--- src/rtl/qam4_mapper_upsampler_if.sv ---
// Symbol-in / sample-out bus between the SPC stage, the 4-QAM mapper-upsampler
// and the downstream pulse-shaping filter.
interface qam4_mapper_upsampler_if #(
    parameter int W     = 8,
    parameter int CNT_W = 16
);
    logic [1:0]              din;
    logic                    din_valid;
    logic signed [W-1:0]     i_out;
    logic signed [W-1:0]     q_out;
    logic                    dout_valid;
    logic                    sym_start;
    logic [CNT_W-1:0]        sym_cnt;
    logic                    overrun;

    // Producer side: drives symbols, observes samples and status.
    modport master (
        output din, din_valid,
        input  i_out, q_out, dout_valid, sym_start, sym_cnt, overrun
    );

    // Mapper side: consumes symbols, produces samples and status.
    modport slave (
        input  din, din_valid,
        output i_out, q_out, dout_valid, sym_start, sym_cnt, overrun
    );
endinterface

--- src/rtl/qam4_mapper_upsampler.sv ---
// Gray-mapped 4-QAM symbol mapper followed by an OSR-times upsampler.
// Each accepted symbol becomes a burst of OSR registered I/Q samples. The
// first sample carries the mapped value; the rest are zero or a repeat.
module qam4_mapper_upsampler #(
    parameter int W          = 8,
    parameter int AMP        = 91,
    parameter int OSR        = 2,
    parameter bit ZERO_STUFF = 1'b1,
    parameter int CNT_W      = 16
) (
    input  logic                        clk,
    input  logic                        rst,
    input  logic                        en,
    qam4_mapper_upsampler_if.slave      bus
);
    localparam int                PH_W = (OSR > 1) ? $clog2(OSR) : 1;
    localparam logic [PH_W-1:0]   LAST = PH_W'(OSR - 1);
    localparam logic signed [W-1:0] POS = W'(AMP);
    localparam logic signed [W-1:0] NEG = W'(-AMP);

    typedef enum logic {IDLE, EMIT} state_t;

    state_t                 state_q, state_d;
    logic [PH_W-1:0]        phase_q, phase_d;
    logic signed [W-1:0]    i_q, i_d;
    logic signed [W-1:0]    q_q, q_d;
    logic signed [W-1:0]    hold_i_q, hold_i_d;
    logic signed [W-1:0]    hold_q_q, hold_q_d;
    logic                   valid_q, valid_d;
    logic                   start_q, start_d;
    logic [CNT_W-1:0]       cnt_q, cnt_d;
    logic                   ovr_q, ovr_d;

    // Per-lane Gray mapping: lane 1 is I (din[1]), lane 0 is Q (din[0]).
    logic signed [W-1:0]    map_val [2];
    genvar gi;
    generate
        for (gi = 0; gi < 2; gi++) begin : g_map
            assign map_val[gi] = bus.din[gi] ? NEG : POS;
        end
    endgenerate

    // A new symbol may start only when idle or on the last sample of a burst.
    logic accept;
    assign accept = en && bus.din_valid && ((state_q == IDLE) || (phase_q == LAST));

    // Next-state and next-output logic; idle/aborted outputs default to zero.
    always_comb begin
        state_d  = state_q;
        phase_d  = phase_q;
        i_d      = '0;
        q_d      = '0;
        valid_d  = 1'b0;
        start_d  = 1'b0;
        hold_i_d = hold_i_q;
        hold_q_d = hold_q_q;
        cnt_d    = cnt_q;
        ovr_d    = ovr_q;

        if (!en) begin
            state_d = IDLE;
            phase_d = '0;
        end else if (accept) begin
            state_d  = EMIT;
            phase_d  = '0;
            hold_i_d = map_val[1];
            hold_q_d = map_val[0];
            i_d      = map_val[1];
            q_d      = map_val[0];
            valid_d  = 1'b1;
            start_d  = 1'b1;
            cnt_d    = cnt_q + CNT_W'(1);
        end else if (state_q == EMIT) begin
            // A symbol arriving mid-burst is dropped but remembered.
            if (bus.din_valid) begin
                ovr_d = 1'b1;
            end
            if (phase_q == LAST) begin
                state_d = IDLE;
                phase_d = '0;
            end else begin
                phase_d = phase_q + PH_W'(1);
                valid_d = 1'b1;
                i_d     = ZERO_STUFF ? '0 : hold_i_q;
                q_d     = ZERO_STUFF ? '0 : hold_q_q;
            end
        end
    end

    // State and output registers with synchronous reset.
    always_ff @(posedge clk) begin
        if (rst) begin
            state_q  <= IDLE;
            phase_q  <= '0;
            i_q      <= '0;
            q_q      <= '0;
            hold_i_q <= '0;
            hold_q_q <= '0;
            valid_q  <= 1'b0;
            start_q  <= 1'b0;
            cnt_q    <= '0;
            ovr_q    <= 1'b0;
        end else begin
            state_q  <= state_d;
            phase_q  <= phase_d;
            i_q      <= i_d;
            q_q      <= q_d;
            hold_i_q <= hold_i_d;
            hold_q_q <= hold_q_d;
            valid_q  <= valid_d;
            start_q  <= start_d;
            cnt_q    <= cnt_d;
            ovr_q    <= ovr_d;
        end
    end

    assign bus.i_out      = i_q;
    assign bus.q_out      = q_q;
    assign bus.dout_valid = valid_q;
    assign bus.sym_start  = start_q;
    assign bus.sym_cnt    = cnt_q;
    assign bus.overrun    = ovr_q;
endmodule

--- src/flat_wrapper.sv ---
// flat-port wrapper written by rule: the top's interface ports become plain ports
module qam4_mapper_upsampler_flat 
#(
    parameter int W          = 8,
    parameter int AMP        = 91,
    parameter int OSR        = 2,
    parameter bit ZERO_STUFF = 1'b1,
    parameter int CNT_W      = 16
)
  (clk, rst, en, bus_din, bus_din_valid, bus_i_out, bus_q_out, bus_dout_valid, bus_sym_start, bus_sym_cnt, bus_overrun);
  qam4_mapper_upsampler_if #(.W(W), .CNT_W(CNT_W)) bus_i ();
  input  logic clk;
  input  logic rst;
  input  logic en;
  input wire logic [$bits(bus_i.din)-1:0] bus_din;
  input wire logic [$bits(bus_i.din_valid)-1:0] bus_din_valid;
  output wire logic [$bits(bus_i.i_out)-1:0] bus_i_out;
  output wire logic [$bits(bus_i.q_out)-1:0] bus_q_out;
  output wire logic [$bits(bus_i.dout_valid)-1:0] bus_dout_valid;
  output wire logic [$bits(bus_i.sym_start)-1:0] bus_sym_start;
  output wire logic [$bits(bus_i.sym_cnt)-1:0] bus_sym_cnt;
  output wire logic [$bits(bus_i.overrun)-1:0] bus_overrun;
  assign bus_i.din = bus_din;
  assign bus_i.din_valid = bus_din_valid;
  assign bus_i_out = bus_i.i_out;
  assign bus_q_out = bus_i.q_out;
  assign bus_dout_valid = bus_i.dout_valid;
  assign bus_sym_start = bus_i.sym_start;
  assign bus_sym_cnt = bus_i.sym_cnt;
  assign bus_overrun = bus_i.overrun;
  qam4_mapper_upsampler #(.W(W), .AMP(AMP), .OSR(OSR), .ZERO_STUFF(ZERO_STUFF), .CNT_W(CNT_W)) u_core (.clk(clk), .rst(rst), .en(en), .bus(bus_i));
endmodule
--- config.mk ---
export PLATFORM = sky130hd
export DESIGN_NAME = qam4_mapper_upsampler_flat
export DESIGN_NICKNAME = d
export VERILOG_FILES = /design/src/rtl/qam4_mapper_upsampler_if.sv /design/src/rtl/qam4_mapper_upsampler.sv /design/src/flat_wrapper.sv
export SDC_FILE = /design/constraint.sdc
export NUM_CORES = 1
export LEC_CHECK = 0
export BUFFER_PORTS_ARGS = -buffer_cell sky130_fd_sc_hd__buf_2
export CAP_MARGIN = 20
export CORE_ASPECT_RATIO = 1.25
export CORE_MARGIN = 2
export CORE_UTILIZATION = 47
export DETAILED_ROUTE_END_ITERATION = 8
export PLACE_DENSITY_LB_ADDON = 0.15
export SETUP_SLACK_MARGIN = 0.3
export SLEW_MARGIN = 0
export SYNTH_ARGS = -nofsm -noshare
export SYNTH_HDL_FRONTEND = slang
export SYNTH_SLANG_ARGS = --single-unit
--- constraint.sdc ---
create_clock -name clk -period 1.95 [get_ports clk]
set_clock_uncertainty 0.1 [all_clocks]
set_input_delay 0.39 -clock clk [delete_from_list [all_inputs] [get_ports clk]]
set_output_delay 0.39 -clock clk [all_outputs]
set_load 0.005 [all_outputs]
# == Word-level counts from Yosys, hierarchy flattened ==
# Cells that the tools add are included.
# W data, S select, Z words.
# totals
out_inout_bits,35
register_bits,36
# op_classes
n_reduce_logical,8
n_addsub,2
muxes,7
n_bitwise,3
# op_table
operator,count
$add A16 B1 Y16 const B,1
$mux W8,2
$reduce_or A3 Y1,2
$mux W1,5
$reduce_and A4 Y1,1
$not A1 Y1,3
$logic_and A1 B1 Y1,2
$reduce_and A2 Y1,1
$reduce_or A2 Y1,1
$add A1 B1 Y1 const B,1
$logic_or A1 B1 Y1,1

# == Logic depth before layout (Yosys ltp) ==
# Gate-level depths: netlist of run 1.
# logic_depth
ltp_word,5
mapped_depth,6
ltp_nobuf,5

# == Least setup slack after synthesis of run 1 ==
# OpenSTA, ideal clock, no wires.
# synth_timing
path_kind,input to register
startpoint,in bus_din_valid
endpoint,reg u_core.cnt_q[13] (netlist: u_core.bus.sym_cnt[13])
slack_ns,0.198
required_time_ns,1.780
stages,5
arrival_ns,1.582
setup_ns,0.070
n_path_buf,1
cell_sequence,nand2_2 -> or3_1 -> buf_2 -> or4_1 -> a21oi_1
# synth_between
elab_chain_len,3
# synth_lines
element,line_no,text
from (decl),flat_wrapper.sv:16,input wire logic [$bits(bus_i.din_valid)-1:0] bus_din_valid;
$logic_and A1 B1 Y1 (2 in a row),qam4_mapper_upsampler.sv:45,assign accept = en && bus.din_valid && ((state_q == IDLE) || (phase_q == LAST));
$reduce_and A2 Y1 (no source line),n/a,
to (signal assigned),qam4_mapper_upsampler.sv:112,cnt_q <= cnt_d;
to (decl),qam4_mapper_upsampler.sv:31,"logic [CNT_W-1:0] cnt_q, cnt_d;"
# Every way passes these cells.
# A chain may end at the register's enable or synchronous reset.

# == Worst setup path after layout of run 1 ==
# layout_timing
startpoint,reg u_core.state_q
endpoint,reg u_core.cnt_q[15] (netlist: u_core.bus.sym_cnt[15])
# layout_between
elab_chain_len,4
# layout_lines
element,line_no,text
from (decl),qam4_mapper_upsampler.sv:23,"state_t state_q, state_d;"
from (signal assigned),qam4_mapper_upsampler.sv:104,state_q <= state_d;
$not A1 Y1,qam4_mapper_upsampler.sv:45,
$logic_or A1 B1 Y1,qam4_mapper_upsampler.sv:45,
$logic_and A1 B1 Y1,qam4_mapper_upsampler.sv:45,
$reduce_and A2 Y1 (no source line),n/a,
# Every way passes these cells.

==> results.toml, run 1 <==
[finish]
layout_commonest_cell = "buf_2"
diodes = 0
layout.nets = 166
multi_input_area_um2 = 513
seqCellArea_um2 = 515
fin_util = 0.621
fin_area_mm2 = 0.00136
final_cell_mix = "buf_2, dfxtp_1, nor2_1"
synthToLayoutAreaGrowth_pct = 26.5
layout-drive-gt1-share = 0.418
fillerInstances = 205
layout.cells.non_filler = 189

[placement]
io_buffers = 40
place_ws_ns = 0.0981
hpwl_mm = 1.47
gp_congestion = 0.738
placed_area_mm2 = 0.00125
dp.cells = 180

[floorplanning]
coreArea_mm2 = 0.00219
initial_utilization = 0.491
die-area_mm2 = 0.00268
die_w_um = 46.7
die_h_um = 57.4
io_pins = 41
rows = 19

[drt]
drtPass1Iterations = 4
viasPerCell = 5.13
wirelength_mm = 2.06
wl_per_cell_um = 10.9
drc_errors = 0
via_count = 970
drtAntennaViolNets = 0
drt_iter0_drc = 18

[worst_setup_path]
critPathLaunchType = "register"
critPathCapture = "u_core.bus.sym_cnt[15]$_SDFFE_PP0P_"
r2r_setup_slack_ns = 0.28
slowest_stage = "or4_1"
crit_chain = "nor2b_4, or3_4, or4_1, a21oi_1"
regToRegEndpoint = "u_core.bus.sym_cnt[15]$_SDFFE_PP0P_"
crit_buf_inv = 0
cpPeakStageDelay_ns = 0.48
end_kind = "register"
reg2reg_from = "u_core.state_q$_SDFF_PP0_"
worst_ep_required_time_ns = 2.09
cp.depth = 4
path_delay_family = "simple AND/OR/NAND/NOR gates"
arrival_ns = 1.81
cp_max_fo = 13
crit_type = "reg2reg"
r2r_cells = 4
cp-startpoint = "u_core.state_q$_SDFF_PP0_"

[sta]
finalHoldViolations = 0
setup_viol = 0
fin_worst_hold_slack_ns = 0.142
tightest_slew_ns = 0.351
fin_setup_tns_ns = 0
drv_slew = 0
fmax_mhz = 598
period_share = 0.858
period_needed_ns = 1.67
slew_headroom = 0.762
rsz0062_at_grt = "true"
setup_slack_ns = 0.277

[clock_network]
cts_tree = "done"
cts.sinks = 25
insertion_delay_ns = 0.30
postCtsHoldBufs = 0
htreeDepth = 1
numCtsBuffers = 3
cts.clk_slew.worst_paths_ns = 0.12
cts_max_path_buffers = 2
cts-root-buf = "clkbuf_4"

[power_and_ir_drop]
combPwrFrac = 0.073
switching_share = 0.217
power.net_switching_mw = 0.173
powerDensity_mw_per_mm2 = 587
clockPowerShare = 0.268
p_total_mw = 0.797
seq_power_share = 0.658
leakage_nw = 0.606
peakVddDrop_mv = 0.478
p_int_mw = 0.624

[grt]
grtUsageTotal = 0.164
antenna_found_initial = 0
grt_remaining_overflow = 0
grt_pass1_wl_mm = 3.28
grt_pass1_vias = 805
grt_max_degree = 20

[synthesis]
synth-seq-cells = 25
synth_cells = 125
avgSynthCellArea_um2 = 8.59
yosysUniqueCellTypes = 27
yosysTopAreaCell = "dfxtp_1"
synth.top_cell.area_share = 0.466
syn-cell-area_mm2 = 0.00107
ys_seq_area_frac = 0.466
synthTopCellsByArea = "dfxtp_1, buf_4, xnor2_1, nor2_1, a21oi_1"
syn_nets = 132
ys_warn_count = 0

[min_path]
hold_path_class = "in2reg"

[flow_run]
maxCapViolCount = 0

[run_status]
status = "complete, no violations"
[flip-flops by register name, summed over array words and instances (netlist names)]
signal,flops
u_core.bus.i_out,2
u_core.bus.sym_cnt,16
u_core.bus.overrun,1
u_core.state_q,1
u_core.bus.q_out,3
u_core.bus.sym_start,1
u_core.phase_q,1
[worst reg2reg max path, stage by stage (launching register included)]
cell and delay, ns:
dfxtp_2 0.34, nor2b_4 0.16, or3_4 0.41, or4_1 0.48
a21oi_1 0.13
[cell families (layout without fill, tap and decap cells)]
logic type | count (synthesis) | count (layout) | share of synthesized area
flip-flops | 25 | 25 | 0.466
buffers and inverters | 22 | 55 | 0.117
AO/OA/AOI/OAI | 20 | 20 | 0.101
AND/OR/NAND/NOR | 50 | 50 | 0.247
XOR/XNOR | 7 | 7 | 0.0571
adder cells (fa/ha/maj) | 1 | 1 | 0.0117
[worst min-delay path by stage]
stage,from,endpoint,cells past startpoint
floorplan,u_core.bus.overrun$_SDFFE_PP0P_,u_core.bus.overrun$_SDFFE_PP0P_,2
detailed placement,u_core.bus.overrun$_SDFFE_PP0P_,u_core.bus.overrun$_SDFFE_PP0P_,2
global route,bus_din[1],u_core.bus.i_out[6]$_SDFF_PP0_,2
finish,bus_din[1],u_core.bus.i_out[6]$_SDFF_PP0_,2
CTS,bus_din[1],u_core.bus.i_out[6]$_SDFF_PP0_,2
global placement,u_core.bus.overrun$_SDFFE_PP0P_,u_core.bus.overrun$_SDFFE_PP0P_,2
[synthesized netlist by cell type (all sizes together)]
master,instances
a21oi,10
a31oi,1
and2,2
and3,2
and4,1
buf,13
clkbuf,4
dfxtp,25
ha,1
inv,5
nand2,7
nand2b,1
nand3,4
nand4,1
nor2,15
nor2b,1
nor3b,1
nor4,3
nor4b,1
o21ai,6
o31ai,3
or3,8
or4,3
xnor2,7
[repair_timing]
action,4_1_cts,5_1_grt
resized for setup,7,5
setup buffers,4,1
setup endpoints to repair,8,7
pin swaps,1,5
[power by group through the flow]
stage	sequential, mW	combinational [mW]	clock (mW)
finish	0.524	0.0586	0.214
global route	0.526	0.0670	0.249
CTS	0.524	0.0585	0.227
detailed placement	0.537	0.0521	0
global placement	0.537	0.0513	0
floorplan	0.538	0.0334	0
[metal layers]
| layer | global-route usage | vias up | routed length (um) |
|---|---|---|---|
| li1 | - | 484 | - |
| met5 | 0 | - | 0 |
| met2 | 0.284 | 28 | 1080 |
| met1 | 0.186 | 456 | 875 |
| met3 | 0.0285 | 2 | 94 |
| met4 | 0.0794 | 0 | 15 |
[final cells by class]
| class | instances | area share |
|---|---|---|
| sequential | 25 | 0.380 |
| clock buffer | 4 | 0.0194 |
| tap | 31 | 0.0286 |
| multi-input combinational | 78 | 0.378 |
| inverter | 5 | 0.0138 |
| timing repair buffer | 46 | 0.181 |
Power figures use the tool's default switching activity.
==> run 2: changes to the inputs <==
Settings changed: ABC_AREA from default to 1.
==> run 2 against run 1 <==
Against the previous run:
- power is 1.2% higher
- combinational power is 2% lower
- synthesized area is 15% higher
- highest routed layer unchanged
- non-clock buffer count is 6 lower
- via count is 11% higher
- die area is 14% higher
- critical path depth is 4 higher
- flip-flop and latch count stayed put
- clock-buffer cell count stayed put
- critical path type unchanged
==> results.toml, run 2 <==
[power_and_ir_drop]
powerDensity_mw_per_mm2 = 572
leakage_nw = 0.714
p_total_mw = 0.807
peakVddDrop_mv = 0.320

[synthesis]
synthSimpleGateAreaFrac = 0.384
synth_edf_count = 0
syn-cell-area_mm2 = 0.00124
muxShareOfSynthArea = 0
synthAdderAreaFrac = 0.0101
synth.most_common_cell = "nor2_1"
syn_nets = 173
ys_warn_count = 0
yosysTopAreaCell = "dfxtp_1"
yosysUniqueCellTypes = 22
synth_top_family_by_area = "simple AND/OR/NAND/NOR gates"
synth-compound-area-share = 0.0647
avgSynthCellArea_um2 = 7.45
synthTopCellsByArea = "dfxtp_1, nor2_1, nand2_1, buf_4, nand2_2"
synth.top_cell.area_share = 0.404
synth_xor_area_frac = 0.00708
synth-seq-cells = 25
synth-main-ff-cell = "dfxtp_1"
ys_seq_area_frac = 0.404
synth_commonest_cells = "nor2_1, nand2_1, dfxtp_1"
synth_cells = 166
async_reset_ff_frac = 0

[finish]
synthToLayoutAreaGrowth_pct = 13.9
layout_commonest_cell = "buf_2"
final_cell_mix = "buf_2, nor2_1, nand2_1"
fin_util = 0.569
layout.nets = 206
largest_register_ffs = 16
fin_area_mm2 = 0.00141
diodes = 0
layout-drive-gt1-share = 0.338
layout.cells.non_filler = 231

[sta]
tightest_slew_ns = 0.444
fin_worst_hold_slack_ns = 0.132
setup_slack_ns = 0.463
slew_headroom = 0.704
rsz0062_at_grt = "false"
period_share = 0.763
drv_slew = 0
finalHoldViolations = 0
fmax_mhz = 672
period_needed_ns = 1.49
setup_viol = 0
fin_setup_tns_ns = 0

[floorplanning]
die_w_um = 49.9
initial_utilization = 0.499
io_pins = 41
die_h_um = 61.4
rows = 20
die-area_mm2 = 0.00306
coreArea_mm2 = 0.00248

[worst_setup_path]
worst_ep_required_time_ns = 2.07
slowest_stage = "dfxtp_1"
r2r_cells = 8
path_delay_family = "simple AND/OR/NAND/NOR gates"
cp.depth = 8
crit_chain = "ha_1, nand3_1, nor2_2, nand2_4, nor2_1, nand2_1, nand2_1, nor2_1"
arrival_ns = 1.61
cpPeakStageDelay_ns = 0.45
cp_max_fo = 5
crit_type = "reg2reg"
crit_buf_inv = 0
critPathLaunchType = "register"
end_kind = "register"

[drt]
wirelength_mm = 2.27
via_count = 1081
wl_per_cell_um = 9.81
drt_iter0_drc = 10
drc_errors = 0
viasPerCell = 4.68
drtAntennaViolNets = 0
drtPass1Iterations = 4

[min_path]
whs_path_depth = 2
hold_path_class = "in2reg"

[clock_network]
cts-root-buf = "clkbuf_4"
postCtsHoldBufs = 0
cts_max_path_buffers = 2
htreeDepth = 1
cts.sinks = 25
insertion_delay_ns = 0.31
postCtsSetupRepairBufs = 0
cts.clk_slew.worst_paths_ns = 0.12
cts_resized = 0
numCtsBuffers = 3
cts_tree = "done"

[placement]
place_ws_ns = 0.467
gp_congestion = 0.776
io_buffers = 40
hpwl_mm = 1.82
dp.cells = 227
placed_area_mm2 = 0.00138

[grt]
grtUsageTotal = 0.167
grt_pass1_vias = 937
grt_max_degree = 16
grt_pass1_wl_mm = 3.88
antenna_found_initial = 0
grt_remaining_overflow = 0

[flow_run]
maxCapViolCount = 0

[run_status]
status = "complete, no violations"
[run 2: changes by cell type after synthesis, sizes merged, moves of 6 or more]
cell,before,now
nand2,7,40
nand3,4,10
or3,8,0
inv,5,17
nor2,15,42
xnor2,7,0
[run 2: cell type report]
| cell class | count | area [um2] |
|---|---|---|
| flip-flops and latches | 25 | 500 |
| inverters | 17 | 63.8 |
| well taps | 33 | 41.3 |
| repair buffers | 40 | 200 |
| clock buffers | 4 | 26.3 |
| multi-input cells | 112 | 577 |
| fillers | 258 | 1070 |
[run 2: path summary, 6_finish.rpt]
check,slack [ns],endpoint,from
setup / recovery,0.46,u_core.bus.sym_cnt[12]$_SDFFE_PP0P_,u_core.bus.sym_cnt[0]$_SDFFE_PP0P_
hold / removal,0.13,u_core.bus.i_out[6]$_SDFF_PP0_,bus_din[1]
setup reg to reg,0.46,u_core.bus.sym_cnt[12]$_SDFFE_PP0P_,u_core.bus.sym_cnt[0]$_SDFFE_PP0P_
hold reg to reg,0.39,u_core.bus.overrun$_SDFFE_PP0P_,u_core.bus.overrun$_SDFFE_PP0P_
[run 2: kinds of logic after synthesis]
group,Yosys count
and+or+nand+nor,95
DFF,25
xor gates and xnor gates,1
AOI/OAI and AO/OA,15
adders and majority gates,1
buffers and inverters,29
[run 2: per-layer routing]
layer  routed length (um)  vias to the layer above  share of wire  global-route usage
met2                 1140                       26           0.50               0.305
met1                  994                      481           0.44               0.193
li1                     -                      572              -                   -
met4                   21                        0         0.0093              0.0833
met3                  108                        2          0.048              0.0243
met5                    0                        -              0                   0
[run 2: where the power goes]
part | total (mW) | switching, mW | internal (mW)
Clock | 0.222 | 0.142 | 0.0798
Combinational | 0.0577 | 0.0345 | 0.0232
Sequential | 0.527 | 0.00792 | 0.519
Total | 0.807 | 0.184 | 0.622
==> run 3: changes to the inputs <==
Clock period 1.95 ns to 1.5 ns, I/O delays scaled along.
==> run 3 against run 2 <==
Against the previous run:
- global-route usage rose by 0.85 points
- wire length rose by 17%
- combinational power rose by 66%
- design area rose by 22%
- final cell count rose by 7.4%
- non-clock buffer count rose by 17
- power rose by 33%
- worst hold slack got worse by 0.11 ns
- core utilization rose by 12 points
- critical path type unchanged
- largest power group unchanged
==> results.toml, run 3 (synthesis results as in run 2) <==
[clock_network]
insertion_delay_ns = 0.31
htreeDepth = 1
postCtsHoldBufs = 0
cts-root-buf = "clkbuf_4"
cts.clk_slew.worst_paths_ns = 0.14
cts_max_path_buffers = 2
cts.sinks = 25
cts_tree = "done"
numCtsBuffers = 3

[finish]
layout.nets = 223
final_cell_mix = "nor2_1, nand2_1, buf_2"
fillerInstances = 214
diodes = 0
layout-drive-gt1-share = 0.521
layout_commonest_cell = "nor2_1"
fin_area_mm2 = 0.00171
largest_register_ffs = 16
synthToLayoutAreaGrowth_pct = 38.5

[worst_setup_path]
arrival_ns = 1.43
reg2reg_from = "u_core.bus.sym_cnt[0]$_SDFFE_PP0P_"
end_kind = "register"
path_delay_family = "simple AND/OR/NAND/NOR gates"
cpPeakStageDelay_ns = 0.41
crit_type = "reg2reg"
crit_buf_inv = 1
slowest_stage = "dfxtp_4"
cp_max_fo = 5
worst_ep_required_time_ns = 1.66
cp_common_cell = "nand2_1"
crit_chain = "ha_4, nand3_4, nor2_4, nand2_4, inv_4, nand2_2, nand2_1, nand2_1, nor2_1"
cp-startpoint = "u_core.bus.sym_cnt[0]$_SDFFE_PP0P_"
critPathLaunchType = "register"

[placement]
io_buffers = 40
hpwl_mm = 1.97
gp_congestion = 0.788
placed_area_mm2 = 0.00142

[grt]
grt_max_degree = 15
grt_pass1_wl_mm = 4.13
grt_pass1_vias = 1057
grtUsageTotal = 0.175
antenna_found_initial = 0
grt_remaining_overflow = 0

[drt]
viasPerCell = 4.77
drc_errors = 0
drtAntennaViolNets = 0
via_count = 1184
drt_iter0_drc = 13
wl_per_cell_um = 10.7
wirelength_mm = 2.66
drtPass1Iterations = 5

[sta]
drv_slew = 0
rsz0062_at_grt = "true"
finalHoldViolations = 0
fin_setup_tns_ns = 0
tightest_slew_ns = 0.242
slew_headroom = 0.838
period_needed_ns = 1.26
setup_viol = 0
fmax_mhz = 791
period_share = 0.843

[floorplanning]
initial_utilization = 0.499
rows = 20
die_h_um = 61.4
coreArea_mm2 = 0.00248
io_pins = 41
die-area_mm2 = 0.00306
die_w_um = 49.9

[run_status]
status = "complete, no violations"

[min_path]
hold_path_class = "in2reg"
hp-start = "bus_din[0]"

[flow_run]
maxCapViolCount = 0

[power_and_ir_drop]
leakage_nw = 0.823
powerDensity_mw_per_mm2 = 624
peakVddDrop_mv = 0.452
p_total_mw = 1.07
## run 3: cell types whose count changed in the layout (fill, tap and decap cells not counted), sizes merged
cell,change
clkbuf,-1
buf,+17
clkinv,+1
## run 3: cell type report
type	count	area [um2]	share of cell area
clock inverter	1	5.00	0.00292
inverter	17	66.3	0.0387
multi-input combinational	112	609	0.355
clock buffer	3	22.5	0.0131
tap	33	41.3	0.0241
timing repair buffer	57	413	0.241
sequential	25	557	0.325
## run 3: worst register-to-register path: stages, from the launching register on
cell     delay (ns)
dfxtp_4        0.41
ha_4           0.15
nand3_4        0.06
nor2_4         0.10
nand2_4        0.08
inv_4          0.07
nand2_2        0.05
nand2_1        0.05
nand2_1        0.04
nor2_1         0.09
## run 3: per-layer routing
layer,global-route usage,share of wire
met3,0.0218,0.041
met2,0.352,0.55
met1,0.184,0.40
met5,0,0
met4,0.0754,0.0079
## run 3: what timing repair did
action	in CTS	in global routing
resized for setup	32	16
pin swaps	9	5
setup buffers	12	4
setup endpoints to repair	43	46
## run 3: worst paths after layout
kind              slack (ns)  depth (start not counted)                             endpoint
setup / recovery        0.24                          9  u_core.bus.sym_cnt[10]$_SDFFE_PP0P_
setup reg to reg        0.24                          9  u_core.bus.sym_cnt[10]$_SDFFE_PP0P_
hold reg to reg         0.40                          2      u_core.bus.overrun$_SDFFE_PP0P_
hold / removal          0.02                          2       u_core.bus.q_out[6]$_SDFF_PP0_
## run 3: per-stage QoR
| stage | setup slack (ns) | instances | utilization | hold slack, ns |
|---|---|---|---|---|
| floorplan | 0.257 | 166 | - | 0.272 |
| global placement | 0.212 | 228 | 0.572 | 0.346 |
| detailed placement | 0.193 | 228 | 0.572 | 0.375 |
| CTS | 0.228 | 244 | 0.651 | 0.0130 |
| global route | 0.148 | 248 | 0.692 | 0.00996 |
| finish | 0.236 | 248 | 0.692 | 0.0233 |
## run 3: power breakdown
part / switching [mW] / internal, mW / total, mW
Combinational: 0.0491 / 0.0465 / 0.0956
Clock: 0.201 / 0.0997 / 0.300
Sequential: 0.0135 / 0.660 / 0.673
